[config.mk]
export PLATFORM = sky130hd
export DESIGN_NAME = irq_pending_latch8
export DESIGN_NICKNAME = d
export VERILOG_FILES = /design/src/rtl/irq_pending_latch8.sv
export SDC_FILE = /design/constraint.sdc
export NUM_CORES = 1
export LEC_CHECK = 0
export CAP_MARGIN = 20
export CORE_ASPECT_RATIO = 1.75
export CORE_MARGIN = 2
export CORE_UTILIZATION = 51
export DETAILED_ROUTE_END_ITERATION = 12
export GPL_TIMING_DRIVEN = 0
export PLACE_DENSITY = 0.83
export SLEW_MARGIN = 20
export SYNTH_ARGS = -nofsm -noshare
export SYNTH_HDL_FRONTEND = slang
export SYNTH_SLANG_ARGS = --single-unit
[constraint.sdc]
create_clock -name clk -period 3.7 [get_ports clk]
set_input_delay 0.37 -clock clk [delete_from_list [all_inputs] [get_ports clk]]
set_output_delay 0.37 -clock clk [all_outputs]
set_load 0.01 [all_outputs]
[src/rtl/irq_pending_latch8.sv]
// Request-capture stage: synchronises eight async request lines, latches their
// rising edges as pending events and offers the highest enabled one over valid/ready.
module irq_pending_latch8 #(
   parameter int SYNC_STAGES = 2
) (
   input  logic       clk,
   input  logic       rst_n,
   input  logic [7:0] req_in,
   input  logic [7:0] mask,
   input  logic       clr_all,
   input  logic       out_ready,
   output logic       out_valid,
   output logic [2:0] out_id,
   output logic [7:0] pending,
   output logic [7:0] overrun
);

   typedef enum logic {IDLE = 1'b0, OFFER = 1'b1} state_t;

   logic [SYNC_STAGES-1:0][7:0] sync_q;
   logic [7:0]                  req_d_q;
   logic [7:0]                  sync;
   logic [7:0]                  rise;
   logic [7:0]                  ack_mask;
   logic [7:0]                  offerable;
   logic [7:0]                  pending_q, pending_d;
   logic [7:0]                  overrun_q, overrun_d;
   state_t                      state_q, state_d;
   logic                        out_valid_q, out_valid_d;
   logic [2:0]                  out_id_q, out_id_d;

   // Bit 7 wins, matching the downstream 8-to-3 encoder.
   function automatic logic [2:0] prio_idx(input logic [7:0] v);
      logic [2:0] idx;
      idx = 3'd0;
      for (int i = 0; i < 8; i++) begin
         if (v[i]) idx = 3'(i);
      end
      return idx;
   endfunction

   always_ff @(posedge clk or negedge rst_n) begin
      if (!rst_n) begin
         sync_q  <= '0;
         req_d_q <= '0;
      end else begin
         sync_q[0] <= req_in;
         for (int i = 1; i < SYNC_STAGES; i++) begin
            sync_q[i] <= sync_q[i-1];
         end
         req_d_q <= sync_q[SYNC_STAGES-1];
      end
   end

   assign sync      = sync_q[SYNC_STAGES-1];
   assign rise      = sync & ~req_d_q;
   assign ack_mask  = (out_valid_q && out_ready) ? 8'(8'd1 << out_id_q) : 8'd0;
   assign offerable = pending_q & mask;

   // A rise on the bit being acked re-arms it rather than counting as lost.
   always_comb begin
      pending_d = pending_q;
      overrun_d = overrun_q;
      if (clr_all) begin
         pending_d = '0;
         overrun_d = '0;
      end else begin
         pending_d = (pending_q & ~ack_mask) | rise;
         overrun_d = overrun_q | (rise & pending_q & ~ack_mask);
      end
   end

   always_ff @(posedge clk or negedge rst_n) begin
      if (!rst_n) begin
         pending_q <= '0;
         overrun_q <= '0;
      end else begin
         pending_q <= pending_d;
         overrun_q <= overrun_d;
      end
   end

   always_ff @(posedge clk or negedge rst_n) begin
      if (!rst_n) begin
         state_q     <= IDLE;
         out_valid_q <= 1'b0;
         out_id_q    <= 3'd0;
      end else begin
         state_q     <= state_d;
         out_valid_q <= out_valid_d;
         out_id_q    <= out_id_d;
      end
   end

   // clr_all also suppresses a new offer, since the pending bits are being wiped.
   always_comb begin
      state_d = state_q;
      case (state_q)
         IDLE:    if (!clr_all && (offerable != 8'd0)) state_d = OFFER;
         OFFER:   if (clr_all || out_ready) state_d = IDLE;
         default: state_d = IDLE;
      endcase
   end

   always_comb begin
      out_valid_d = (state_d == OFFER);
      out_id_d    = out_id_q;
      if (state_q == IDLE && state_d == OFFER) out_id_d = prio_idx(offerable);
   end

   assign out_valid = out_valid_q;
   assign out_id    = out_id_q;
   assign pending   = pending_q;
   assign overrun   = overrun_q;

endmodule

==> metrics.md, run 1 <==
| Metric | Value |
|---|---|
| CP endpoint kind | `register` |
| # rows | `26` |
| Fillers | `between 200 and 250` |
| Vias per cell | `5.45` |
| CTS Buffer Depth | `2` |
| CP Data Required Time | `around 3.9 ns` |
| Critical-path maximum fanout | `4` |
| Mapped cell area | `~0.0015 sq mm` |
| Ys flop type | `dfrtp_1` |
| CORE AREA | `just under 0.003 sq mm` |
| Die H | `about 77 microns` |
| Worst reg2reg setup slack | `around 2.1 ns` |
| Crit. path cell count | `5` |
| FF/Latch Area | `around 0.0011 sq mm` |
| Slew Viols, Final | `0` |
| Synth cell types | `24` |
| CP Data Arrival Time | `1.95 ns` |
| Setup TNS | `0 ns` |
| Clock latency on the worst-skew pair | `about 0.3 ns` |
| Number of flops mapped to enable cells by yosys | `0` |
| HP Class | `reg2reg` |
| GRT Util Overall | `19.8%` |
| Delay-heaviest family, CP | `buffers and inverters` |
| Initial Utilization | `between 50% and 60%` |
| Buffer and inverter count on the worst path | `1` |
| Max Cap Viol | `0` |
| Power Density | `between 500 and 600 mW/mm^2` |
| Synth-to-Final Area Change | `38.9%` |
| Source of the worst register-to-register timing path | `pending[4]$_DFF_PN0_` |
| Crit-path cells | `clkdlybuf4s50_1, a22o_2, and3b_2, a311oi_4, mux2_2` |
| # clock sinks | `44` |
| DRC Markers | `0` |
| Worst slack at placement | `roughly 1.6 ns` |
| Final RePlAce weighted congestion | `about 0.8` |
| Total grt overflow | `0` |
| CP max-delay cell | `clkdlybuf4s50_1` |
| Worst VDD drop | `593 uV` |
| Clk pin slew, worst setup/hold paths | `approximately 0.08 ns` |
| Post-DP HPWL | `2170 microns` |
| CTS root buf | `clkbuf_8` |
| H-tree depth | `2` |
| Nets@finish | `179` |
| Hold Crit Start | `sync_q[5]$_DFF_PN0_` |
| Setup Skew | `between 0.01 and 0.015 ns` |
| Proportion of layout cells with a drive suffix above 1 | `between 10% and 20%` |
| Unrepaired setup endpoints after global routing | `false` |
| Io pins | `40` |
| Pleak | `0.918 nW` |
| DRT iter0 DRCs | `13` |
| Fmax | `roughly 570 MHz` |
| Syn_nets | `132` |
| Area of the multi-input gates | `425 sq um` |
| Antenna diodes | `0` |
| Die Wd | `between 40 and 50 microns` |
| Wire per inst | `16.0 microns` |
| Largest net degree at the start of global routing | `35` |
| Register area share after synthesis | `a little under three quarters` |
| CTS buffer count | `5` |
| Hold Crit Depth | `0` |
| Final worst slack | `1.93 ns` |
| Status | `finished, final reports clean` |
| Number of synthesized register bits | `44` |
| Synth warn | `0` |
| Vias | `1024` |
| Crit path time final | `around 1.8 ns` |
| Worst Reg-to-Reg Cells | `4` |
| Final worst path period share | `47.7%` |
| Hold Crit Endpoint | `sync[5]$_DFF_PN0_` |
| Slew HR | `67.2%` |
| Die area | `about 0.0035 sq mm` |
| Post-Route WL | `3020 microns` |
| Startpoint types | `primary input` |
| Capturing point of the worst reg2reg path | `out_id[0]$_DFFE_PN0P_` |
| Initial antenna violation count | `0` |
| Worst-margin pin slew | `0.492 ns` |
| CTS tree | `yes` |
| Worst stage delay on the critical path | `between 0.4 and 0.5 ns` |
| Final setup violation count | `0` |
| Worst Setup Path Type | `in2reg` |
| Pre-Repair DR Iteration Count | `4` |
| Async SR Flop Fraction | `between 90% and 100%` |
| Vias in the first global route | `roughly 1100` |
| Hold Vio Cnt, Final | `0` |
| Port bufs | `38` |
| Synthesized instance count | `112` |
| Post-route ant nets | `0` |
| Syn Area/Cell | `approximately 14 sq um` |
| First-pass GRT wire length | `4820 microns` |
## cells in the mapped netlist (all sizes together), types with 5 or more instances
cell type  count  area share [%]
a21oi          8             2.6
nand2          6             1.5
nor2           9             2.2
o21ba          7             4.5
o21ai          5             1.6
nand2b         9             3.7
dfrtp         44              71
## through the flow
step                      cells  utilization [%]  instance area, sq um  hold WS, ns  power, mW
after global placement      178             67.6                  1960        0.333      0.717
after global routing        188             73.9                  2140        0.357       1.26
after CTS                   188             73.9                  2140        0.348       1.22
final                       188             73.9                  2140        0.341       1.21
after detailed placement    179             68.1                  1970        0.261      0.729
after floorplan             112                -                  1540       0.0744      0.625
## registers in the layout, indices dropped and copies added (netlist names)
signal / flops
out_id: 3
out_valid: 1
overrun: 8
pending: 8
req_d_q: 8
sync: 8
sync_q: 8
## routing by layer
metal | routed length, microns | up-vias | GRT usage, %
met5 | 0 | - | 0
met2 | 1630 | 40 | 32.0
li1 | - | 485 | -
met4 | 78 | 0 | 9.41
met3 | 190 | 8 | 7.06
met1 | 1120 | 491 | 22.1
## timing repair
action | 4_1_cts | 5_1_grt
hold endpoints to repair | 10 | 0
setup buffers | 0 | 0
resized for setup | 0 | 0
hold buffers | 1 | 0
## worst reg2reg max path, delay by kind of cell (launching register included)
kind,cells,cell delay [ns]
AND/OR/NAND/NOR,1,0.23
flip-flops,1,0.40
multiplexers,1,0.38
AO/OA/AOI/OAI,2,0.50
## worst max-delay path by stage
stage / from / endpoint
2_1_floorplan: pending[4]$_DFF_PN0_ / out_id[0]$_DFFE_PN0P_
3_3_place_gp: rst_n / pending[4]$_DFF_PN0_
3_5_place_dp: mask[4] / out_id[0]$_DFFE_PN0P_
4_1_cts: mask[4] / out_id[0]$_DFFE_PN0P_
5_1_grt: mask[4] / out_id[0]$_DFFE_PN0P_
6_report: mask[5] / out_id[0]$_DFFE_PN0P_
## where the power goes
group	internal [mW]	switching [mW]	total, mW
clock	0.337	0.155	0.493
sequential	0.517	0.0351	0.553
combinational	0.0952	0.0715	0.167
total	0.950	0.262	1.21
## cell families (layout without fill, tap and decap cells)
kind of cell | after synthesis | in the layout | share of synthesized area (%)
mux | 3 | 3 | 2.11
simple gates | 30 | 30 | 9.98
flops | 44 | 44 | 71.4
compound gates | 31 | 31 | 15.5
buf+inv | 4 | 52 | 0.974
## area by class of cell
type                       instances  share of cell area [%]
inverter                           2                   0.351
multi-input combinational         64                    19.9
clock inverter                     3                    4.21
buffer                             2                   0.351
clock buffer                       5                    3.21
timing repair buffer              40                    18.9
tap                               28                    1.64
sequential                        44                    51.4
## placed cells by master, fill, tap and decap left out
cell / instances
nand3b_1: 1
o211ai_1: 2
buf_12: 1
mux2_2: 2
o21ai_0: 5
dlygate4sd3_1: 1
a311oi_4: 1
and3b_2: 1
a22o_2: 1
a22oi_1: 2
a32oi_1: 1
nand2_1: 6
o21a_1: 1
mux2i_1: 1
dfrtp_1: 44
a21oi_1: 8
buf_2: 1
clkbuf_8: 5
a31oi_1: 1
o31ai_1: 2
clkdlybuf4s50_1: 37
nand2b_1: 9
nand3_1: 2
bufinv_16: 3
inv_1: 2
nor2_1: 9
clkbuf_1: 2
or2_2: 1
nor3b_1: 1
o21ba_2: 7
Power figures use the tool's default switching activity.
==> inputs of run 2 (changes only) <==
Settings changed: CORE_UTILIZATION 51 to 42, PLACE_DENSITY 0.83 to 0.73.
Clock period 3.7 ns to 1.6 ns, I/O delays scaled along.
==> metrics.md, run 2 (synthesis gave the netlist of run 1 again) <==
| Metric | Value |
|---|---|
| Status | `finished, final reports clean` |
| CP Data Arrival Time | `~1.7 ns` |
| First-pass GRT wire length | `5660 microns` |
| CORE AREA | `0.00356 sq mm` |
| Vias | `about 1100` |
| Finished Cell Area | `between 0.002 and 0.0025 sq mm` |
| Slew HR | `about two thirds` |
| CP Data Required Time | `1.77 ns` |
| Worst-margin pin slew | `0.527 ns` |
| Clock latency on the worst-skew pair | `slightly below 0.3 ns` |
| Proportion of layout cells with a drive suffix above 1 | `18.0%` |
| Crit. path cell count | `5` |
| Pleak | `roughly 0.95 nW` |
| Nets@finish | `186` |
| Setup Skew | `between 0.005 and 0.006 ns` |
| Initial Utilization | `43.3%` |
| CTS buffer count | `5` |
| Die Wd | `roughly 50 microns` |
| Antenna diodes | `0` |
| Delay-heaviest family, CP | `buffers and inverters` |
| CP endpoint kind | `register` |
| HP Class | `in2async` |
| Worst Setup Path Type | `in2reg` |
| Final worst path period share | `just under 100%` |
| Initial antenna violation count | `0` |
| Synth-to-Final Area Change | `42.0%` |
| Startpoint types | `primary input` |
| Slew Viols, Final | `0` |
| CTS tree | `yes` |
| Pre-Repair DR Iteration Count | `4` |
| Critical-path maximum fanout | `3` |
| Die H | `between 80 and 90 microns` |
| Crit path time final | `1.54 ns` |
| DRT iter0 DRCs | `18` |
| H-tree depth | `2` |
| Setup TNS | `0 ns` |
| Worst stage delay on the critical path | `between 0.4 and 0.5 ns` |
| Total grt overflow | `0` |
| Fmax | `roughly 650 MHz` |
| Worst Reg-to-Reg Cells | `4` |
| Commonest non-fill, non-tap cell in the layout | `dfrtp_1` |
| Io pins | `40` |
| GRT Util Overall | `18.0%` |
| Buffer and inverter count on the worst path | `1` |
| Final setup violation count | `0` |
| # clock sinks | `between 40 and 50` |
| Worst VDD drop | `between 800 and 900 uV` |
| Unrepaired setup endpoints after global routing | `false` |
| Clk pin slew, worst setup/hold paths | `0.08 ns` |
| Vias in the first global route | `1179` |
| Final RePlAce weighted congestion | `0.710` |
| Post-Route WL | `~3200 microns` |
| Port bufs | `38` |
| Post-route ant nets | `0` |
| Die area | `roughly 0.0042 sq mm` |
| CTS Buffer Depth | `2` |
| DRC Markers | `0` |
| Wire per inst | `roughly 15 microns` |
| Commonest non-fill, non-tap cells in the layout | `dfrtp_1 (44), clkdlybuf4s50_1 (36), nand2b_1 (9), nor2_1 (9), a21oi_1 (8)` |
| Power Density | `1180 mW/mm^2` |
| Post-DP HPWL | `2370 microns` |
| Max Cap Viol | `0` |
| Vias per cell | `between 5 and 6` |
| CTS root buf | `clkbuf_8` |
| # rows | `29` |
| Hold Vio Cnt, Final | `0` |
| Crit-path cells | `clkdlybuf4s50_1, a22o_2, and3b_2, a311oi_4, mux2_2` |
| Post-DP Area | `0.00199 sq mm` |
| CP max-delay cell | `clkdlybuf4s50_1` |
| Largest net degree at the start of global routing | `33` |
## run 2: cell types whose count changed in the layout (fill, tap and decap cells not counted)
cell,change
or2_2,-1
buf_4,+7
or2_4,+1
bufinv_16,-2
clkdlybuf4s50_1,-1
clkbuf_8,+2
dlymetal6s2s_1,+1
## run 2: worst paths after layout
path / slack [ns] / from / to
worst max register to register: 0.07 / pending[5]$_DFF_PN0_ / out_id[0]$_DFFE_PN0P_
min in group clk: 0.30 / req_in[0] / sync_q[0]$_DFF_PN0_
worst min register to register: 0.35 / sync_q[5]$_DFF_PN0_ / sync[5]$_DFF_PN0_
max in group asynchronous: 0.85 / rst_n / req_d_q[2]$_DFF_PN0_
worst min-delay path: 0.29 / rst_n / req_d_q[0]$_DFF_PN0_
worst max-delay path: 0.06 / mask[4] / out_id[0]$_DFFE_PN0P_
## run 2: timing repair
action                                 in CTS  in global routing
setup endpoints to repair                   2                  4
resized for setup                           0                  2
pin swaps                                   2                  2
endpoints found under the hold margin      12                  0
buffers inserted                            5                  2
hold buffers                                1                  0
## run 2: layout make-up
class / instances / area [sq um]
plain buffers: 2 / 7.51
clock buffers: 7 / 96.3
clock inverters: 1 / 30.0
fillers: 304 / 1370
inverters: 2 / 7.51
multi-input cells: 64 / 428
flip-flops and latches: 44 / 1100
well taps: 46 / 57.6
repair buffers: 47 / 460
## run 2: stage by stage
stage	instances	power [mW]	util (%)	hold WS (ns)	setup WS, ns
after floorplan	112	1.45	-	-0.136	0.0604
after global routing	213	2.71	61.5	0.289	0.0330
final	213	2.58	61.5	0.288	0.0581
after CTS	211	2.60	61.0	0.288	0.000613
after global placement	196	1.66	55.7	0.332	-0.640
after detailed placement	197	1.69	56.1	0.0718	-0.255
## run 2: power breakdown
part	switching (mW)	internal, mW
clock	0.333	0.550
combinational	0.177	0.241
sequential	0.0789	1.20
## run 2: per-layer routing
metal  vias up  share of wire (%)  GRT usage, %
li1        494                  -             -
met1       528                 37          19.7
met2        45                 54          30.1
met3        12                4.7          4.27
met4         0                4.7          12.4
met5         -                  0             0
## run 2: worst reg2reg max path, cell delays in order, from the launching register on
cell and delay [ns]:
dfrtp_1 0.37, a22o_2 0.15, and3b_2 0.23, a311oi_4 0.28, mux2_2 0.38
==> inputs of run 3 (changes only) <==
Settings changed: CAP_MARGIN 20 to not set.
==> results of run 3 <==
No change in the layout: final DEF, timing and power equal those of run 2.
